`src/rtl/ws2812_pkg.sv`:
```
// Shared WS2812 definitions: decoder FSM encoding, pixel width and the
// clock-count derivation used by both the transmitter and the receiver.
package ws2812_pkg;

    localparam int WS2812_WIDTH    = 24;
    localparam int CLK_FRE_DEFAULT = 27_000_000;

    typedef enum logic [1:0] {
        WAIT_GAP = 2'd0,
        IDLE     = 2'd1,
        HIGH     = 2'd2,
        LOW      = 2'd3
    } ws2812_state_t;

    // Whole MHz first, then scale: keeps every threshold a plain integer.
    function automatic int ws2812_clks(input int clk_fre, input int ns);
        return clk_fre / 1_000_000 * ns / 1000;
    endfunction

endpackage

```
`src/rtl/ws2812_rx_if.sv`:
```
// Receiver output bundle. Strobe-only, no backpressure: pix_valid, frame_end
// and err are single-cycle pulses with no ready; pix_data/pix_idx are valid while pix_valid is high.
interface ws2812_rx_if;
    import ws2812_pkg::*;

    logic [WS2812_WIDTH-1:0] pix_data;
    logic                    pix_valid;
    logic [7:0]              pix_idx;
    logic                    frame_end;
    logic                    err;
    ws2812_state_t           dbg_state;

    modport master (
        output pix_data, pix_valid, pix_idx, frame_end, err, dbg_state
    );

    modport slave (
        input pix_data, pix_valid, pix_idx, frame_end, err, dbg_state
    );

endinterface

```
`src/rtl/ws2812_pulse_meas.sv`:
```
// Synchronizes din, detects edges and measures the run length of the
// current line level with a 16-bit saturating counter.
module ws2812_pulse_meas (
    input  logic        clk,
    input  logic        rst_n,
    input  logic        din,
    output logic        lvl,
    output logic        rise,
    output logic        fall,
    output logic [15:0] cnt
);

    logic sync_0;
    logic ds;

    // cnt is the run length of lvl including this cycle; rise/fall look one
    // sample ahead on ds, so on fall cnt already holds the full high time.
    always_ff @(posedge clk or negedge rst_n) begin
        if (!rst_n) begin
            sync_0 <= 1'b0;
            ds     <= 1'b0;
            lvl    <= 1'b0;
            cnt    <= 16'd0;
        end else begin
            sync_0 <= din;
            ds     <= sync_0;
            lvl    <= ds;
            if (ds != lvl) begin
                cnt <= 16'd1;
            end else if (cnt != 16'hffff) begin
                cnt <= cnt + 16'd1;
            end
        end
    end

    assign rise = ds & ~lvl;
    assign fall = ~ds & lvl;

endmodule

```
`src/rtl/ws2812_rx.sv`:
```
// WS2812 serial decoder: classifies high pulses into bits, assembles 24-bit
// pixels LSB first, and reports frame gaps and timing violations.
module ws2812_rx
    import ws2812_pkg::*;
#(
    parameter int CLK_FRE      = CLK_FRE_DEFAULT,
    parameter int T_MIN_HIGH   = ws2812_clks(CLK_FRE, 150),
    parameter int T_BIT_THRESH = ws2812_clks(CLK_FRE, 625),
    parameter int T_MAX_HIGH   = ws2812_clks(CLK_FRE, 1200),
    parameter int T_RESET      = ws2812_clks(CLK_FRE, 50_000)
) (
    input  logic        clk,
    input  logic        rst_n,
    input  logic        din,
    ws2812_rx_if.master rx
);

    localparam logic [15:0] MIN_C   = 16'(T_MIN_HIGH);
    localparam logic [15:0] BIT_C   = 16'(T_BIT_THRESH);
    localparam logic [15:0] MAX_C   = 16'(T_MAX_HIGH);
    localparam logic [15:0] RESET_C = 16'(T_RESET);
    localparam logic [4:0]  LAST_BIT = 5'(WS2812_WIDTH - 1);

    logic        lvl;
    logic        rise;
    logic        fall;
    logic [15:0] cnt;

    ws2812_state_t           state;
    logic [4:0]              bit_cnt;
    logic [7:0]              pix_cnt;
    logic [WS2812_WIDTH-2:0] sr;
    logic                    bit_val;

    ws2812_pulse_meas u_meas (
        .clk   (clk),
        .rst_n (rst_n),
        .din   (din),
        .lvl   (lvl),
        .rise  (rise),
        .fall  (fall),
        .cnt   (cnt)
    );

    assign bit_val      = (cnt >= BIT_C);
    assign rx.dbg_state = state;

    always_ff @(posedge clk or negedge rst_n) begin
        if (!rst_n) begin
            state        <= WAIT_GAP;
            bit_cnt      <= 5'd0;
            pix_cnt      <= 8'd0;
            sr           <= '0;
            rx.pix_data  <= '0;
            rx.pix_idx   <= 8'd0;
            rx.pix_valid <= 1'b0;
            rx.frame_end <= 1'b0;
            rx.err       <= 1'b0;
        end else begin
            rx.pix_valid <= 1'b0;
            rx.frame_end <= 1'b0;
            rx.err       <= 1'b0;
            unique case (state)
                // A gap ending on the very cycle the line rises goes straight to HIGH.
                WAIT_GAP: begin
                    if (!lvl && cnt >= RESET_C) begin
                        state <= rise ? HIGH : IDLE;
                    end
                end
                IDLE: begin
                    if (rise) begin
                        state <= HIGH;
                    end
                end
                HIGH: begin
                    if (cnt >= MAX_C || (fall && cnt < MIN_C)) begin
                        rx.err  <= 1'b1;
                        bit_cnt <= 5'd0;
                        pix_cnt <= 8'd0;
                        state   <= WAIT_GAP;
                    end else if (fall) begin
                        state <= LOW;
                        if (bit_cnt == LAST_BIT) begin
                            rx.pix_data  <= {bit_val, sr};
                            rx.pix_valid <= 1'b1;
                            rx.pix_idx   <= pix_cnt;
                            bit_cnt      <= 5'd0;
                            if (pix_cnt != 8'hff) begin
                                pix_cnt <= pix_cnt + 8'd1;
                            end
                        end else begin
                            sr[bit_cnt] <= bit_val;
                            bit_cnt     <= bit_cnt + 5'd1;
                        end
                    end
                end
                // The gap itself satisfies the resync wait, so even a partial-pixel error resumes in IDLE.
                LOW: begin
                    if (cnt >= RESET_C) begin
                        rx.frame_end <= 1'b1;
                        rx.err       <= (bit_cnt != 5'd0);
                        bit_cnt      <= 5'd0;
                        pix_cnt      <= 8'd0;
                        state        <= rise ? HIGH : IDLE;
                    end else if (rise) begin
                        state <= HIGH;
                    end
                end
                default: state <= WAIT_GAP;
            endcase
        end
    end

endmodule

```
`src/flat_wrapper.sv`:
```
// flat-port wrapper written by rule: the top's interface ports become plain ports
module ws2812_rx_flat import ws2812_pkg::*;
#(
    parameter int CLK_FRE      = CLK_FRE_DEFAULT,
    parameter int T_MIN_HIGH   = ws2812_clks(CLK_FRE, 150),
    parameter int T_BIT_THRESH = ws2812_clks(CLK_FRE, 625),
    parameter int T_MAX_HIGH   = ws2812_clks(CLK_FRE, 1200),
    parameter int T_RESET      = ws2812_clks(CLK_FRE, 50_000)
)
  (clk, rst_n, din, rx_pix_data, rx_pix_valid, rx_pix_idx, rx_frame_end, rx_err, rx_dbg_state);
  ws2812_rx_if rx_i ();
  input  logic clk;
  input  logic rst_n;
  input  logic din;
  output wire logic [$bits(rx_i.pix_data)-1:0] rx_pix_data;
  output wire logic [$bits(rx_i.pix_valid)-1:0] rx_pix_valid;
  output wire logic [$bits(rx_i.pix_idx)-1:0] rx_pix_idx;
  output wire logic [$bits(rx_i.frame_end)-1:0] rx_frame_end;
  output wire logic [$bits(rx_i.err)-1:0] rx_err;
  output wire logic [$bits(rx_i.dbg_state)-1:0] rx_dbg_state;
  assign rx_pix_data = rx_i.pix_data;
  assign rx_pix_valid = rx_i.pix_valid;
  assign rx_pix_idx = rx_i.pix_idx;
  assign rx_frame_end = rx_i.frame_end;
  assign rx_err = rx_i.err;
  assign rx_dbg_state = rx_i.dbg_state;
  ws2812_rx #(.CLK_FRE(CLK_FRE), .T_MIN_HIGH(T_MIN_HIGH), .T_BIT_THRESH(T_BIT_THRESH), .T_MAX_HIGH(T_MAX_HIGH), .T_RESET(T_RESET)) u_core (.clk(clk), .rst_n(rst_n), .din(din), .rx(rx_i));
endmodule
```
`config.mk`:
```
export PLATFORM = sky130hd
export DESIGN_NAME = ws2812_rx_flat
export DESIGN_NICKNAME = d
export VERILOG_FILES = /design/src/rtl/ws2812_pkg.sv /design/src/rtl/ws2812_rx_if.sv /design/src/rtl/ws2812_pulse_meas.sv /design/src/rtl/ws2812_rx.sv /design/src/flat_wrapper.sv
export SDC_FILE = /design/constraint.sdc
export NUM_CORES = 1
export LEC_CHECK = 0
export ABC_AREA = 1
export ABC_CLOCK_PERIOD_IN_PS = 2400
export BUFFER_PORTS_ARGS = -buffer_cell sky130_fd_sc_hd__buf_2
export CAP_MARGIN = 0
export CORE_MARGIN = 3
export CORE_UTILIZATION = 60
export DETAILED_ROUTE_END_ITERATION = 10
export GPL_TIMING_DRIVEN = 0
export HOLD_SLACK_MARGIN = 0.1
export PLACE_DENSITY_LB_ADDON = 0.25
export SLEW_MARGIN = 20
export SYNTH_ARGS = -nofsm -noshare
export SYNTH_HDL_FRONTEND = slang
export SYNTH_HIERARCHICAL = 1
export SYNTH_SLANG_ARGS = --single-unit
export TNS_END_PERCENT = 30
```
`constraint.sdc`:
```
create_clock -name clk -period 2.4 [get_ports clk]
set_clock_uncertainty 0.05 [all_clocks]
set_input_delay 0.24 -clock clk [delete_from_list [all_inputs] [get_ports clk]]
set_output_delay 0.24 -clock clk [all_outputs]
set_load 0.005 [all_outputs]
```
After elaboration in Yosys (flattened, before gate mapping)
Cells that the tools add are included.
Word-level totals
  input port bits: 3
  logic and storage cells: 86
  output and inout port bits: 37
  register bits: 92
Cells by class
  equal/unequal tests: 12
  reduce and logical (&&, ||, !) cells: 14
  bitwise gates (word level): 6
  magnitude comparators: 6
  muxes and demuxes: 32
  add/subtract/negate cells: 3
Operator list (number)
  8-bit two-way mux: 5
  16-bit two-way mux: 2
  23-bit bitwise mux: 1
  5-bit two-way mux: 4
  16-bit by 1-bit adder with 16-bit output (second input constant): 1
  16-bit by 11-bit >= comparator with 1-bit output (second input constant): 1
  16-bit by 5-bit >= comparator with 1-bit output (second input constant): 1
  16-bit by 6-bit >= comparator with 1-bit output (second input constant): 1
  16-bit by 3-bit less-than comparator with 1-bit output (second input constant): 1
  16-bit inequality test (second input constant): 1
  8-bit case mux with 2 select lines: 1
  2-bit two-way mux: 6
  5-bit case mux with 2 select lines: 1
  1-bit two-way mux: 9
  3-bit by 1-bit inequality test with 1-bit output (second input constant): 3
  8-bit by 1-bit adder with 8-bit output (second input constant): 1
  8-bit inequality test (second input constant): 1
  2-bit case mux with 4 select lines: 1
  4-bit AND reduction: 2
  5-bit by 6-bit less-than comparator with 1-bit output (second input constant): 1
  5-bit by 1-bit adder with 5-bit output (second input constant): 1
  1-bit demux with 5-bit select: 1
  5-bit equality test (second input constant): 1
  5-bit by 1-bit >= comparator with 1-bit output (second input constant): 1
  other kinds (16): 25

Depth between registers and ports, before layout
Gate-level depths: netlist (run 1).
  depth after elaboration: 6
  mapped depth: 11
  mapped depth without buffers: 11

Cells and area by module
Netlist (run 1), hierarchy kept.
By module, submodules not included
  ws2812_rx: instances 1, cells each 459, seq. area each 1826.8 µm², area an instance 3911.3 µm²
  ws2812_pulse_meas: instances 1, cells each 149, seq. area each 475.5 µm², area an instance 1148.6 µm²

Worst setup path after synthesis (run 1)
No wires, ideal clock.
  path type: register to register
  start point: reg u_core.u_meas.lvl
  end point: reg u_core.rx.pix_data[10]
  cell stages (with the launch flop): 10
  path buffers: 1
  clock period less this slack: 1800 ps
  required time: 2233 ps
  arrival: 1632 ps
  library setup time: 117 ps
  path slack: 600 ps
  cell sequence: dfrtp_1 ha_1 inv_2 nor2_2 a21o_1 nor2_8 nand4_4 buf_6 nand2_1 o21ai_2
On the way
  longest elaborated chain between the ends: 5
RTL lines
  from (decl): line ws2812_pulse_meas.sv:7  | output logic lvl,
  from (signal assigned): line ws2812_pulse_meas.sv:27  | lvl <= ds;
  1-bit bitwise AND *: line ws2812_pulse_meas.sv:37  | assign fall = ~ds & lvl;
  via u_core.fall: line ws2812_rx.sv:26  | logic fall;
  1-bit logical AND: line ws2812_rx.sv:76  | if (cnt >= MAX_C || (fall && cnt < MIN_C)) begin
  1-bit logical OR: line ws2812_rx.sv:76
  1-bit inverter (no line)
  4-bit AND reduction (no line) *
  to (signal assigned): line ws2812_rx.sv:84  | rx.pix_data <= {bit_val, sr};
  to (decl): line ws2812_rx_if.sv:14  | output pix_data, pix_valid, pix_idx, frame_end, err, dbg_state
Mark *: on every way through the listed nets, which the timed path passes. The rest lies on a longest branch.
A chain may end at the register's enable or synchronous reset.

Worst setup path in the final report (run 1)
  start point: reg u_core.u_meas.ds
  end point: reg u_core.rx.pix_data[7]
On the way
  longest elaborated chain between the ends: 6
RTL lines
  from (decl): line ws2812_pulse_meas.sv:14  | logic ds;
  from (signal assigned): line ws2812_pulse_meas.sv:26  | ds <= sync_0;
  1-bit inverter *: line ws2812_pulse_meas.sv:37
  1-bit bitwise AND *: line ws2812_pulse_meas.sv:37
  via u_core.fall: line ws2812_rx.sv:26
  1-bit logical AND: line ws2812_rx.sv:76
  1-bit logical OR: line ws2812_rx.sv:76
  1-bit inverter (no line)
  4-bit AND reduction (no line) *
Marked as above.

==> run_results.csv, run 1 <==
group,metric,value,unit
global_routing,grt_pass1_vias,4228,
pwr,switching_share,0.246,
synth,synth_top_area_cell,"dfrtp_1",
synth,ys_seq_area_frac,0.455,
global_routing,track_usage,0.240,
pwr,power.switching,0.692,mW
worst_hold_path,hold_class,"input pin to asynchronous set/reset pin",
drt,num_vias,4305,
final_layout,layout_common_cells,"163 x nand2_1, 92 x dfrtp_1, 75 x inv_1",
synth,ys_warn_count,6,
final_layout,layoutNonFillerInstCount,768,
floorplan,start_util,0.635,
final_layout,syn_to_final_growth,11.5,%
floorplan,ios,40,
floorplan,die_w,97.8,um
drt,drt_iter0_markers,274,
drt,wl_per_cell,14.5,um
synth,synth.distinct_cells,39,
final_layout,layout_commonest_cell,"nand2_1",
global_routing,grt_pass1_wl,19200,um
pwr,p_leak,2.88,nW
worst_setup_path,critPathSlowestCell,"dfrtp_1",
pwr,clkPwrFrac,0.389,
synth,syn_nets,619,
worst_setup_path,cp-start-kind,"flip-flop",
timing,fin_crit_sh,0.856,
global_routing,grt_max_degree,57,
clocking,numCtsBuffers,9,
clocking,cts-resized-gates,0,
drt,drt_wl_total,11200,um
worst_setup_path,r2r_cells,10,
clocking,cts_htree_levels,3,
timing,worst_slew_pin_slew,0.855,ns
place,placed_cells,750,
status,status,"completed",
final_layout,nets,672,
worst_setup_path,crit_type,"flip-flop to flip-flop",
timing,hold_slack,0.290,ns
timing,slew_viol_final,0,
worst_setup_path,worst-path-buf-inv,3,
timing,setup_violations,0,
place,dp_hpwl,8090,um
worst_setup_path,cp_cell_sequence,"inv_1 > ha_1 > inv_2 > nor2_2 > a21o_1 > nor2_8 > nand4_4 > buf_6 > nand2_1 > o21ai_2",
worst_setup_path,rrSetupSlack,0.34,ns
clocking,clock-sinks,92,
pwr,power_frac_seq,0.563,
worst_setup_path,critPathRequiredTime,2.60,ns
timing,max_freq,486,MHz
pwr,p_int,2.13,mW
pwr,peakVddDrop,344,uV
pwr,powerDensity,499,nW/um^2
clocking,clk_pin_slew,0.09,ns
timing,finalSetupTns,0,ns
drt,ant_nets,0,
worst_setup_path,cp-end-kind,"flip-flop",
worst_setup_path,critPathMaxFanout,10,
clocking,cts.path.max_buffers,2,
worst_setup_path,r2r-start,"u_core/u_meas/ds",
timing,rsz0062_at_grt,"no",
worst_setup_path,cp_data_arrival_time,2.25,ns
run,maxCapViolCount,0,
global_routing,antenna_found_initial,0,
clocking,clock_latency,0.36,ns
timing,hold_viol_final,0,
synth,syn_area_per_cell,8.32,sq um
place,portBuffers,39,
synth,synthesis.area,5060,sq um
final_layout,antenna_cells,0,
worst_setup_path,max_stage_delay,0.40,ns
floorplan,die_y,97.8,um
worst_setup_path,timing.rr.end,"u_core/rx.pix_data[7]",
final_layout,drive_gt1_frac,0.233,
synth,syn_inst,608,
timing,relSlewSlack,0.425,
floorplan,die-area,9570,sq um
drt,vias_per_cell,5.61,
place,routabilityCongestion,0.879,
pwr,comb_power_share,0.048,
clocking,cts_tree,"built",
synth,ys_ff_latch,92,
clocking,cts_setup_buffers,0,
floorplan,core,7970,sq um
global_routing,grt_overflow_total,0,
synth,yosys.area.top_type_share,0.455,
clocking,clock-root-buffer,"clkbuf_8",
drt,drc,0,
drt,drt_pre_antenna_iters,5,
timing,min_period,2.06,ns
worst_setup_path,crit_family,"simple AND/OR/NAND/NOR gates",
floorplan,row_count,32,
synth,synth_area_leaders,"dfrtp_1 45%, nand2_1 12%, o21ai_2 6.9%, inv_1 5.6%, nand3_1 4.3%",
==> worst max path at each step <==
stage | startpoint | end | slack (ns) | cells after the start
2_1_floorplan | u_core/u_meas/lvl | u_core/rx.pix_data[10] | 0.60 | 9
3_3_place_gp | rst_n | u_core/rx.pix_data[10] | 0.20 | 1
3_5_place_dp | u_core/u_meas/ds | u_core/rx.pix_data[1] | 0.34 | 10
4_1_cts | u_core/u_meas/ds | u_core/rx.pix_data[1] | 0.33 | 10
5_1_grt | u_core/u_meas/ds | u_core/rx.pix_data[7] | 0.25 | 10
6_report | u_core/u_meas/ds | u_core/rx.pix_data[7] | 0.34 | 10
==> through the flow <==
stage / setup slack, ns / cell area [sq um] / utilization / total power, mW
after CTS: 0.327 / 5640 / 0.708 / 2.83
after floorplan: 0.600 / 5060 / - / 1.69
after global placement: 0.197 / 5380 / 0.676 / 1.74
after global routing: 0.245 / 5640 / 0.708 / 2.92
final: 0.344 / 5640 / 0.708 / 2.82
after detailed placement: 0.340 / 5420 / 0.680 / 1.75
==> worst reg2reg max path, cell delays in order (launching register included) <==
cell	delay, ns
dfrtp_1	0.40
inv_1	0.06
ha_1	0.23
inv_2	0.12
nor2_2	0.05
a21o_1	0.21
nor2_8	0.21
nand4_4	0.26
buf_6	0.25
nand2_1	0.08
o21ai_2	0.05
==> area by class of cell <==
type                       count  area (sq um)
clock inverter                 6          70.1
tap                          102           128
buffer                        23           190
fill                         622          2320
timing repair buffer          42           249
sequential                    92          2300
multi-input combinational    410          2250
clock buffer                  10           138
inverter                      83           315
==> sequential cells by signal, summed over array words and instances, names as in the netlist <==
signal	count
u_core/u_meas/cnt	16
u_core/rx.err	1
u_core/rx.dbg_state	2
u_core/rx.pix_idx	8
u_core/sr	23
u_core/bit_cnt	5
u_core/u_meas/sync_0	1
u_core/rx.pix_data	24
u_core/pix_cnt	8
u_core/rx.frame_end	1
u_core/u_meas/ds	1
u_core/u_meas/lvl	1
u_core/rx.pix_valid	1
==> power by group through the flow <==
| stage | sequential (mW) | clock (mW) | combinational, mW |
|---|---|---|---|
| finish | 1.59 | 1.10 | 0.136 |
| global placement | 1.61 | 0 | 0.122 |
| detailed placement | 1.62 | 0 | 0.135 |
| CTS | 1.58 | 1.11 | 0.138 |
| floorplan | 1.61 | 0 | 0.0777 |
| global route | 1.59 | 1.18 | 0.153 |
==> per-layer routing <==
| layer | up-vias | track usage | share of wire |
|---|---|---|---|
| met5 | - | 0 | 0 |
| met4 | 0 | 0.0831 | 0.020 |
| met3 | 28 | 0.0357 | 0.047 |
| met2 | 148 | 0.414 | 0.50 |
| met1 | 2068 | 0.310 | 0.44 |
| li1 | 2061 | - | - |
==> Yosys cell counts (all sizes together) <==
cell type	n
nand2	175
dfrtp	92
inv	82
o21ai	65
nand3	49
nor2	48
nand4	33
buf	21
nor3	11
ha	8
o21bai	4
a21oi	3
xor2	3
clkbuf	2
nor3b	2
or2	2
a21boi	1
a21o	1
and2	1
clkinv	1
nand3b	1
nor4	1
o31ai	1
xnor2	1
==> what timing repair did <==
| item | in CTS | in global routing |
|---|---|---|
| hold buffers | 2 | 0 |
| endpoints found under the hold margin | 67 | 0 |
| endpoints found under the setup margin | 0 | 0 |
==> kinds of logic after synthesis <==
family	synth area share
AND/OR/NAND/NOR	0.311
XOR/XNOR	0.00693
adder cells (fa/ha/maj)	0.0198
AO/OA/AOI/OAI	0.107
flip-flops	0.455
buffers and inverters	0.0999
No activity file was read; power rests on OpenSTA's default activity.
==> run 2, diff against run 1 <==
- CELL_PAD_IN_SITES_DETAIL_PLACEMENT: default -> 0
- CELL_PAD_IN_SITES_GLOBAL_PLACEMENT: default -> 1
- CORE_UTILIZATION: 60 -> 47
- CTS_BUF_LIST: default -> sky130_fd_sc_hd__clkbuf_4
==> run_results.csv, run 2 (synthesis gave the netlist of run 1 again) <==
group,metric,value,unit
clocking,numCtsBuffers,9,
global_routing,grt_max_degree,70,
pwr,finalPower,2.72,mW
worst_setup_path,critPathMaxFanout,10,
floorplan,ios,40,
place,portBuffers,39,
final_layout,layout_common_cells,"163 x nand2_1, 92 x dfrtp_1, 75 x inv_1",
worst_setup_path,cp_cell_sequence,"ha_1 > inv_2 > nor2_2 > a21o_1 > nor2_8 > nand4_4 > buf_6 > nand2_1 > o21ai_2",
timing,hold_viol_final,0,
final_layout,layout_commonest_cell,"nand2_1",
final_layout,multiInputGateArea,2250,sq um
clocking,cts.path.max_buffers,2,
timing,hold_slack,0.161,ns
timing,min_period,2.12,ns
drt,vias_per_cell,5.01,
drt,drt_iter0_markers,198,
global_routing,track_usage,0.189,
clocking,cts_setup_buffers,0,
timing,max_freq,471,MHz
clocking,clock-sinks,92,
final_layout,reg_top3,"u_core/rx.pix_data x24, u_core/sr x23, u_core/u_meas/cnt x16",
drt,drt_pre_antenna_iters,4,
clocking,clock_latency,0.44,ns
timing,worst_slew_pin_slew,0.817,ns
worst_hold_path,hold_class,"input pin to asynchronous set/reset pin",
floorplan,die_w,110,um
clocking,clk_pin_slew,0.15,ns
global_routing,grt_pass1_vias,3677,
final_layout,postLayoutCoreUtil,0.542,
timing,slew_viol_final,0,
drt,drc,0,
global_routing,grt_pass1_wl,18000,um
final_layout,drive_gt1_frac,0.233,
pwr,p_leak,2.87,nW
worst_setup_path,crit_type,"flip-flop to flip-flop",
worst_setup_path,cp-start-kind,"flip-flop",
final_layout,syn_to_final_growth,11.6,%
final_layout,regArea,2300,sq um
floorplan,start_util,0.486,
place,pre_cts_slack,0.290,ns
global_routing,antenna_found_initial,0,
worst_setup_path,critPathSlowestCell,"dfrtp_1",
clocking,cts-resized-gates,0,
run,maxCapViolCount,0,
floorplan,core,10400,sq um
final_layout,antenna_cells,0,
floorplan,die-area,12000,sq um
drt,wl_per_cell,13.2,um
worst_setup_path,critPathRequiredTime,2.70,ns
drt,num_vias,4021,
pwr,peakVddDrop,284,uV
timing,setup_slack,0.279,ns
global_routing,grt_overflow_total,0,
worst_setup_path,max_stage_delay,0.44,ns
place,dp_hpwl,7810,um
timing,setup_violations,0,
drt,drt_wl_total,10600,um
place,routabilityCongestion,0.874,
timing,finalSetupTns,0,ns
status,status,"completed",
clocking,cts_hold_buf,2,
clocking,cts_tree,"built",
pwr,powerDensity,481,nW/um^2
worst_setup_path,cp-end-kind,"flip-flop",
worst_setup_path,cp_data_arrival_time,2.42,ns
clocking,clock-root-buffer,"clkbuf_4",
floorplan,die_y,110,um
final_layout,top_register,"u_core/rx.pix_data",
floorplan,row_count,37,
final_layout,nets,672,
timing,fin_crit_sh,0.884,
drt,ant_nets,0,
timing,rsz0062_at_grt,"no",
final_layout,largest_reg_flops,24,
clocking,cts_htree_levels,3,
timing,relSlewSlack,0.451,
final_layout,fillers,1013,
-- run 2: changes by cell type in the layout (fill, tap and decap cells not counted), sizes merged --
cell,before,now
clkinvlp,0,1
inv,84,85
clkinv,4,1
bufinv,1,2
-- run 2: report_power, final --
| group | internal (mW) | switching (mW) | total [mW] |
|---|---|---|---|
| Combinational | 0.0431 | 0.0912 | 0.134 |
| Sequential | 1.56 | 0.0212 | 1.59 |
| Clock | 0.446 | 0.554 | 1.00 |
-- run 2: area by class of cell --
type / count / area share
Multi-Input combinational cell: 410 / 0.399
Clock buffer: 10 / 0.0133
Inverter: 83 / 0.0558
Buffer: 23 / 0.0337
Tap cell: 136 / 0.0301
Timing Repair Buffer: 42 / 0.0441
Clock inverter: 6 / 0.0166
Sequential cell: 92 / 0.408
-- run 2: critical path: cells and delay by family, from the launching register on --
kind	cells	cell delay, ns
buffers and inverters	2	0.39
AO/OA/AOI/OAI	2	0.26
AND/OR/NAND/NOR	4	0.62
adder cells (fa/ha/maj)	1	0.28
flip-flops	1	0.44
-- run 2: path summary, 6_finish.rpt --
kind	startpoint	endpoint	slack (ns)	depth (start not counted)
min in group clk	u_core/u_meas/sync_0	u_core/u_meas/ds	0.32	0
max in group asynchronous	rst_n	u_core/u_meas/cnt[3]	1.53	3
hold / removal	rst_n	u_core/u_meas/lvl	0.16	2
hold reg to reg	u_core/u_meas/sync_0	u_core/u_meas/ds	0.32	0
setup / recovery	u_core/u_meas/lvl	u_core/rx.pix_data[10]	0.28	9
setup reg to reg	u_core/u_meas/lvl	u_core/rx.pix_data[10]	0.28	9
-- run 2: routing by layer --
metal	wire [um]	vias to the layer above	GRT usage
met5	0	-	0
met4	146	0	0.0632
met2	4940	53	0.299
met3	247	10	0.0229
met1	5210	1890	0.268
li1	-	2068	-
-- run 2: per-stage QoR --
stage | instance area, sq um | std cells
after floorplan | 5060 | 608
after global placement | 5430 | 783
after detailed placement | 5460 | 784
after CTS | 5650 | 802
after global routing | 5650 | 802
final | 5650 | 802
